<file path="config.mk">
export PLATFORM = sky130hd
export DESIGN_NAME = syncupdown_mod
export DESIGN_NICKNAME = d
export VERILOG_FILES = /design/src/rtl/syncupdown_mod.sv
export SDC_FILE = /design/constraint.sdc
export NUM_CORES = 1
export LEC_CHECK = 0
export CAP_MARGIN = 10
export CORE_AREA = 2 2 39 41
export DETAILED_ROUTE_END_ITERATION = 7
export DIE_AREA = 0 0 41 43
export GPL_TIMING_DRIVEN = 1
export PLACE_DENSITY = 0.7
export SYNTH_ARGS = -nofsm -noshare
export SYNTH_HDL_FRONTEND = slang
export SYNTH_SLANG_ARGS = --single-unit
</file>
<file path="constraint.sdc">
create_clock -name clk -period 1.8 [get_ports clk]
set_input_delay 0.27 -clock clk [delete_from_list [all_inputs] [get_ports clk]]
set_output_delay 0.27 -clock clk [all_outputs]
set_load 0.1 [all_outputs]
</file>
<file path="src/rtl/syncupdown_mod.sv">
// syncupdown_mod: general-purpose up/down counter with programmable modulus,
// parallel load, synchronous clear and selectable wrap/saturate range ends.
// tc is combinational so that cascaded digits can step in the same edge.
module syncupdown_mod #(
    parameter int unsigned      WIDTH = 4,
    parameter logic [WIDTH-1:0] MAX   = {WIDTH{1'b1}},
    parameter bit               SAT   = 1'b0
) (
    input  logic             clk,
    input  logic             rst,
    input  logic             clr,
    input  logic             load,
    input  logic [WIDTH-1:0] din,
    input  logic             en,
    input  logic             m,
    output logic [WIDTH-1:0] count,
    output logic             tc,
    output logic             wrap,
    output logic             sat
);

    logic [WIDTH-1:0] count_next;
    logic             wrap_next;
    logic             sat_next;
    logic             at_top;
    logic             at_bot;

    // Loaded values above the modulus are pulled back onto the range end.
    function automatic logic [WIDTH-1:0] clamp_to_max(input logic [WIDTH-1:0] value);
        return (value > MAX) ? MAX : value;
    endfunction

    // Saturation flag reflects where the counter will sit for the direction in use.
    function automatic logic sat_flag(input logic [WIDTH-1:0] value, input logic dir_up);
        return SAT && ((dir_up && (value == MAX)) || (!dir_up && (value == '0)));
    endfunction

    assign at_top = (count == MAX);
    assign at_bot = (count == '0);

    // Terminal count predicts the wrap of the coming enabled edge, no register stage.
    assign tc = en & ((m & at_top) | (~m & at_bot));

    // Next-state selection with priority clr > load > en > hold.
    always_comb begin
        count_next = count;
        wrap_next  = 1'b0;
        if (clr) begin
            count_next = '0;
        end else if (load) begin
            count_next = clamp_to_max(din);
        end else if (en) begin
            if (m) begin
                if (!at_top) begin
                    count_next = count + 1'b1;
                end else if (!SAT) begin
                    count_next = '0;
                    wrap_next  = 1'b1;
                end
            end else begin
                if (!at_bot) begin
                    count_next = count - 1'b1;
                end else if (!SAT) begin
                    count_next = MAX;
                    wrap_next  = 1'b1;
                end
            end
        end
        sat_next = sat_flag(count_next, m);
    end

    // State registers; reset clears immediately without waiting for a clock.
    always_ff @(posedge clk or negedge rst) begin
        if (!rst) begin
            count <= '0;
            wrap  <= 1'b0;
            sat   <= 1'b0;
        end else begin
            count <= count_next;
            wrap  <= wrap_next;
            sat   <= sat_next;
        end
    end

endmodule

</file>
Yosys cells after proc, flatten, opt, wreduce, memory -nomap -nowiden
Cells that the tools add are included.
Storage, ports and cells
  register bits after elaboration: 5
  input bits: 10
  output and inout bits: 7
  logic and storage cells: 26
Operators by class
  add/subtract/negate cells: 2
  magnitude comparators: 1
  eq/ne operators: 1
  multiplexer cells: 13
  bitwise operators: 5
  reduce and logical (&&, ||, !) cells: 2
Operators with widths (count)
  4-bit two-way mux: 7
  1-bit two-way mux: 6
  4-bit by 1-bit adder with 4-bit output (second input constant): 1
  4-bit == test (second input constant): 1
  4-bit > comparator (second input constant): 1
  4-bit zero test: 1
  4-bit by 1-bit subtractor with 4-bit output (second input constant): 1
  1-bit bitwise AND: 3
  3-bit nonzero test: 1
  1-bit NOT: 1
  1-bit bitwise OR: 1

Logic depth before layout (Yosys ltp)
Gate-level depths: netlist (run 1).
  depth in word-level cells: 6
  mapped depth: 6
  mapped depth without buffers: 6

Worst setup path after synthesis (run 1)
Ideal clock, no wire load.
  path kind: reg2reg
  from: reg count[0]
  to: reg wrap
  library setup time: 0.088 ns
  arrival: 2.573 ns
  required time: 1.712 ns
  setup slack: -0.862 ns
  cell stages (with the launch flop): 6
  path buffers: 0
  clock period less this slack: 2.662 ns
  cell sequence: dfrtp_1 ha_1 nand4_1 o31ai_1 and2_1 nor3b_1
Between the ends
  cells in the longest elaborated chain, start to end: 6
  elaborated cells on any way between the ends: 8
  those cells by class: 1 x eq/ne; 6 x mux; 1 x reduce/logical
Ends and longest elaborated chain
  from (decl): line 16  | output logic [WIDTH-1:0] count,
  from (signal assigned): line 79  | count <= count_next;
  4-bit == test / 4-bit zero test (equally long branches): line 38, 39
  1-bit two-way mux (on tied branches): line 54, 61
  1-bit two-way mux (*): line 53  | if (m) begin
  1-bit two-way mux (*): line 52  | end else if (en) begin
  1-bit two-way mux (*): line 50  | end else if (load) begin
  1-bit two-way mux (*): line 48  | if (clr) begin
  via wrap_next: line 23  | logic wrap_next;
  to (signal assigned): line 80  | wrap <= wrap_next;
  to (decl): line 18  | output logic wrap,
The timed path passes the listed nets; every way through them passes the cells marked *.
A chain may end at the register's enable or synchronous reset.

Worst setup path in the final report (run 1)
  from: reg count[1]
  to: out tc
Between the ends
  cells in the longest elaborated chain, start to end: 4
  elaborated cells on any way between the ends: 6
  those cells by class: 1 x eq/ne; 4 x bitwise; 1 x reduce/logical
Ends and longest elaborated chain
  4-bit == test / 4-bit zero test (equally long branches): line 38, 39
  1-bit bitwise AND: line 42  | assign tc = en & ((m & at_top) | (~m & at_bot));
  1-bit bitwise OR (*): line 42
  1-bit bitwise AND (*): line 42
  to (decl): line 17  | output logic tc,
Every way passes the cells marked *; elsewhere a longest branch is shown, timed or not.

==> key figures, run 1 <==
Placed design
  – IO Port Bufs: 15
  – Placed cell area: between 600 and 700 sq um
  – Placer Congestion: between 0.7 and 0.8
  – HPWL after DPL: approximately 820 um

Job
  – Max Cap Viol: 0

Synthesis
  – Sequential share of the synthesized area: ~30%
  – Post-Syn Nets: 64
  – Synth Instances: 51
  – Synth Area per Inst: roughly 8.3 sq um
  – Yosys cell types: 25
  – Synth Register Bits: 5
  – Ys Warns: 0
  – Post-Syn Area: around 420 sq um

Worst setup path
  – CP max stage cell: dfrtp_4
  – CP Max Fanout: 4
  – CP Launch Type: register
  – Worst Setup End Kind: output pin
  – Crit-path max cell delay: about 490 ps
  – Worst Path Required: ~1500 ps
  – Crit path cell chain: buf_6 > ha_4 > nand4_1 > o31ai_4 > and2_4 > buf_12
  – Crit path arrival time: 1610 ps
  – Worst Path Buf+Inv: 2
  – Critical path's top delay family: flip-flops
  – Crit Path Category: register to output pin

Die
  – Row count: 14
  – # IOs: 17
  – Die area: ~1800 sq um
  – Chip height: between 40 and 50 um
  – Die W: 41 um
  – Initial Util: 30.5%
  – Core box area: 1380 sq um

STA
  – TNS Setup: -79.9 ps
  – Fin. max-slew vios: 0
  – Tmin final: 1880 ps
  – Unrepaired setup endpoints after global routing: true
  – Setup violators final: 1
  – Worst Skew: 5.38 ps
  – Final setup margin: -79.9 ps
  – Final Hold Viols: 0
  – Maximum clock rate: 532 MHz
  – Tcrit/Tclk final: 104%

Route
  – Drt pass-1 iters: 2
  – Routed len/inst: 13.0 um
  – Via count: about 450
  – Antenna Nets Post-Route: 0
  – Final wirelength: about 1.2 mm
  – Average vias per placed instance: between 4 and 5
  – DRT iter0 DRCs: 1
  – DRC viols: 0

Clocking
  – CTS max path bufs: 2
  – Root Driver: clkbuf_4
  – Post-CTS Hold Fix Bufs: 0
  – Num Clock Sinks: 5
  – Clk_lat worst skew: 250 ps
  – CTS tree: done
  – Clk slew on worst S/H paths: around 50 ps
  – Depth of the CTS H-tree: 1
  – CTS Buf Count: 3

Status
  – Failing checks: negative setup slack
  – Status: finished, violations left

Layout
  – Commonest cells after routing, fill and taps aside: clkdlybuf4s50_1, buf_4, a21oi_1
  – Share of cells above drive strength 1: around two fifths
  – Fin nets: roughly 90
  – Synth-to-layout area growth: 89.0%
  – Final instance area: about 800 sq um
  – N_diodes: 0

Global route
  – First-pass GRT wire length: 1.90 mm
  – GRT Total Usage: 16.6%
  – Vias in the first global route: about 470
  – Initial antenna violation count: 0
  – Largest net degree at the start of global routing: 9
  – Total congestion overflow: 0

Power
  – Worst vdd ir: 0.504 mV
  – Overall power: just over 0.5 mW
  – Leakage: roughly 0.34 nW
  – Pwr dens: roughly 650 nW/um^2

Min path
  – Tightest Hold Check Type: input pin to asynchronous set/reset pin
## report_power, final
part,total [mW],internal [mW],switching (mW)
clock network,0.132,0.0840,0.0482
registers,0.136,0.123,0.0129
logic,0.250,0.111,0.140
## cell usage after synthesis (all sizes together)
cell | n | area [sq um]
or4 | 1 | 7.51
clkbuf | 2 | 7.51
xor2 | 2 | 17.5
a41oi | 1 | 16.3
nand4 | 1 | 6.26
dfrtp | 5 | 125
mux2i | 1 | 10.0
o21ai | 2 | 10.0
inv | 6 | 22.5
nand2b | 2 | 12.5
a21bo | 1 | 10.0
o31ai | 2 | 15.0
ha | 3 | 37.5
a21oi | 7 | 35.0
a311o | 1 | 10.0
nor2 | 2 | 7.51
nand2 | 5 | 18.8
conb | 1 | 3.75
nor3b | 1 | 7.51
a221oi | 1 | 8.76
and2 | 1 | 6.26
buf | 1 | 7.51
o21bai | 1 | 7.51
mux2 | 1 | 11.3
## worst paths after layout
check	cells after the start	start	slack [ps]	end
max	6	count[1]$_DFFE_PN0P_	-80	tc
min	1	rst	250	count[1]$_DFFE_PN0P_
max reg2reg	7	count[1]$_DFFE_PN0P_	140	count[2]$_DFFE_PN0P_
min reg2reg	2	count[3]$_DFFE_PN0P_	740	count[3]$_DFFE_PN0P_
max in group asynchronous	1	rst	1330	count[2]$_DFFE_PN0P_
min in group clk	3	din[1]	570	count[1]$_DFFE_PN0P_
## cell type report
type                    instances  area (sq um)
inverters                       6          27.5
fillers                       119           587
well taps                      16          20.0
clock buffers                   4          26.3
repair buffers                 25           280
multi-input cells              37           308
flip-flops and latches          5           135
## flip-flops by register name, indices dropped and copies added, names as in the netlist
name   count
count      4
wrap       1
## metal layers
layer	up-vias	track usage [%]	share of wire, %
li1	225	-	-
met1	204	20.0	38
met2	15	25.6	56
met3	4	1.57	4.1
met4	0	12.0	2.7
met5	-	0	0
## stage by stage
step | cells | hold slack, ps | util (%) | setup slack [ps]
floorplan | 51 | -25.6 | - | -20.6
global placement | 82 | 519 | 47.6 | 154
detailed placement | 82 | 523 | 47.6 | 126
CTS | 90 | 254 | 54.8 | -83.8
global route | 93 | 272 | 57.6 | -127
finish | 93 | 248 | 57.6 | -79.9
## kinds of logic (layout without fill, tap and decap cells)
kind of cell	Yosys count	after routing	share of synthesized area, %
adder cells (fa/ha/maj)	3	3	8.90
other	1	1	0.889
multiplexers	2	2	5.04
flip-flops	5	5	29.7
XOR/XNOR	2	2	4.16
AND/OR/NAND/NOR	13	13	15.7
AO/OA/AOI/OAI	16	16	26.7
buffers and inverters	9	35	8.90
## timing repair
| action | in CTS | in global routing |
|---|---|---|
| endpoints found under the setup margin | 1 | 1 |
| buffers inserted | 4 | 3 |
| cloned | 0 | 0 |
| gates resized for setup | 9 | 3 |
| pin swaps | 2 | 3 |
Power figures use the tool's default switching activity.
==> run 2, diff against run 1 <==
--- a/config.mk
+++ b/config.mk
@@ -7,6 +7,7 @@
 export LEC_CHECK = 0
 export CAP_MARGIN = 10
 export CORE_AREA = 2 2 39 41
+export CTS_BUF_LIST = sky130_fd_sc_hd__clkbuf_8
 export DETAILED_ROUTE_END_ITERATION = 7
 export DIE_AREA = 0 0 41 43
 export GPL_TIMING_DRIVEN = 1
==> run 2 against run 1 <==
Against the previous run:
- the run still ends with negative setup slack left
- first-iteration DRC count grew to 8.0 times the previous value
- core utilization is 1.4 points higher
- flip-flop and latch count stayed put
- total power is 14% higher
- non-clock buffer count stayed put
- worst setup slack better by 30 ps
- routed wire length is 4.0% higher
- die area stayed put
- fmax is 1.6% higher
- critical path type unchanged
==> key figures, run 2 (synthesis results as in run 1) <==
Status
  – Status: finished, violations left
  – Failing checks: negative setup slack

Route
  – Average vias per placed instance: 4.88 (+1.3%)
  – DRC viols: 0 (unchanged)
  – Final wirelength: 1.26 mm (+4.0%)
  – DRT iter0 DRCs: 8 (+7)
  – Via count: 454 (+1.3%)
  – Routed len/inst: 13.5 um (+4.0%)
  – Antenna Nets Post-Route: 0 (unchanged)
  – Drt pass-1 iters: 3 (+1)

STA
  – Final Hold Viols: 0 (unchanged)
  – Setup violators final: 1 (unchanged)
  – TNS Setup: -50.1 ps (+29.8 ps)
  – Maximum clock rate: 541 MHz (+1.6%)
  – Worst Skew: 1.86 ps (-3.52 ps)
  – Fin. max-slew vios: 0 (unchanged)
  – Unrepaired setup endpoints after global routing: true
  – Tmin final: 1850 ps (-29.8 ps)
  – Tcrit/Tclk final: 103% (-1.7 points)
  – Final setup margin: -50.1 ps (+29.8 ps)

Global route
  – Initial antenna violation count: 0 (unchanged)
  – Vias in the first global route: 477 (+1.3%)
  – Met1 GRT Util: 19.7% (-0.33 points)
  – Largest net degree at the start of global routing: 9 (unchanged)
  – GRT Total Usage: 16.7% (+0.10 points)
  – Busiest grt layer: met2
  – Met2 usage: 26.9% (+1.3 points)
  – First-pass GRT wire length: 1.95 mm (+2.2%)
  – Grt met3 use: 2.09% (+0.52 points)
  – Total congestion overflow: 0 (unchanged)

Placed design
  – HPWL after DPL: 818 um (unchanged)
  – Placed cell area: 659 sq um (unchanged)
  – IO Port Bufs: 15 (unchanged)
  – Worst slack, placed: 126 ps (unchanged)
  – Placer Congestion: 0.762 (unchanged)

Die
  – Die W: 41 um (unchanged)
  – Die area: 1760 sq um (unchanged)
  – Chip height: 43 um (unchanged)
  – Row count: 14 (unchanged)
  – Initial Util: 30.5% (unchanged)
  – Core box area: 1380 sq um (unchanged)
  – # IOs: 17 (unchanged)

Clocking
  – Clk_lat worst skew: 220 ps (-30 ps)
  – CTS tree: done
  – Clk slew on worst S/H paths: 40 ps (about the same)
  – Num Clock Sinks: 5 (unchanged)
  – CTS max path bufs: 2 (unchanged)
  – CTS Buf Count: 3 (unchanged)
  – Depth of the CTS H-tree: 1 (unchanged)
  – Root Driver: clkbuf_8

Layout
  – Synth-to-layout area growth: 93.5%
  – N_diodes: 0 (unchanged)
  – Biggest register: count
  – Area taken by multi-input logic gates: 308 sq um (unchanged)
  – Share of cells above drive strength 1: 41.6% (unchanged)
  – FF+latch area: 135 sq um (unchanged)
  – Fin nets: 91 (unchanged)
  – Fillers: 117 (-1.7%)
  – Commonest cells after routing, fill and taps aside: clkdlybuf4s50_1, buf_4, a21oi_1
  – Regs by FF count: count: 4 flops, wrap: 1 flops
  – Final instance area: 816 sq um (+2.4%)
  – Max FFs per register: 4 (unchanged)

Worst setup path
  – CP Launch Type: register
  – CP Max Fanout: 4 (unchanged)
  – Crit path arrival time: 1580 ps (-30 ps)
  – Worst Setup End Kind: output pin
  – Crit Path Category: register to output pin
  – Worst Path Required: 1530 ps (about the same)

Job
  – Max Cap Viol: 0 (unchanged)

Power
  – Worst vdd ir: 0.463 mV (-8.2%)
  – Leakage: 0.354 nW (+3.5%)
  – Pwr dens: 723 nW/um^2 (+11%)

Min path
  – Tightest Hold Check Type: input pin to asynchronous set/reset pin
-- run 2: cell count changes in the layout (fill, tap and decap cells not counted) --
cell,change
clkbuf_4,-3
clkbuf_1,-1
inv_1,+1
clkbuf_8,+3
-- run 2: report_power, final --
group | total, mW | internal [mW] | switching (mW)
combinational | 0.252 | 0.111 | 0.141
sequential | 0.137 | 0.123 | 0.0133
clock | 0.202 | 0.146 | 0.0554
-- run 2: through the flow --
step	instances	total power [mW]	utilization, %	hold WS [ps]
5_1_grt	93	0.617	59.0	303
2_1_floorplan	51	0.266	-	-25.6
4_1_cts	90	0.579	56.1	285
6_report	93	0.590	59.0	281
3_3_place_gp	82	0.345	47.6	519
3_5_place_dp	82	0.346	47.6	523
-- run 2: routing by layer --
metal	share of wire [%]	vias up
met3	3.7	2
met1	38	212
met4	1.4	0
li1	-	225
met2	56	15
met5	0	-
-- run 2: final timing paths --
check                      cells after the start            startpoint  slack (ps)                    to
max reg2reg                                    7  count[1]$_DFFE_PN0P_         140  count[2]$_DFFE_PN0P_
max                                            6  count[1]$_DFFE_PN0P_         -50                    tc
max in group asynchronous                      1                   rst        1290  count[0]$_DFFE_PN0P_
min in group clk                               3                din[1]         600  count[1]$_DFFE_PN0P_
min                                            1                   rst         280  count[1]$_DFFE_PN0P_
min reg2reg                                    2  count[3]$_DFFE_PN0P_         760  count[3]$_DFFE_PN0P_
-- run 2: worst max-delay path: stages (launching register included) --
cell and delay (ps):
dfrtp_4 480, buf_6 140, ha_4 160, nand4_1 140, o31ai_4 90, and2_4 180
buf_12 160
-- run 2: repair_timing --
item                                    4_1_cts  5_1_grt
endpoints found under the setup margin        1        1
resized for setup                             9        3
hold buffers                                  0        0
gates cloned                                  0        0
buffers inserted                              4        3
pin swaps                                     2        3
-- run 2: final cells by class --
type / instances / share of cell area (%)
multi-input cells: 37 / 37.7
repair buffers: 25 / 34.4
flip-flops and latches: 5 / 16.6
clock buffers: 3 / 5.06
inverters: 6 / 3.37
well taps: 16 / 2.45
clock inverters: 1 / 0.460
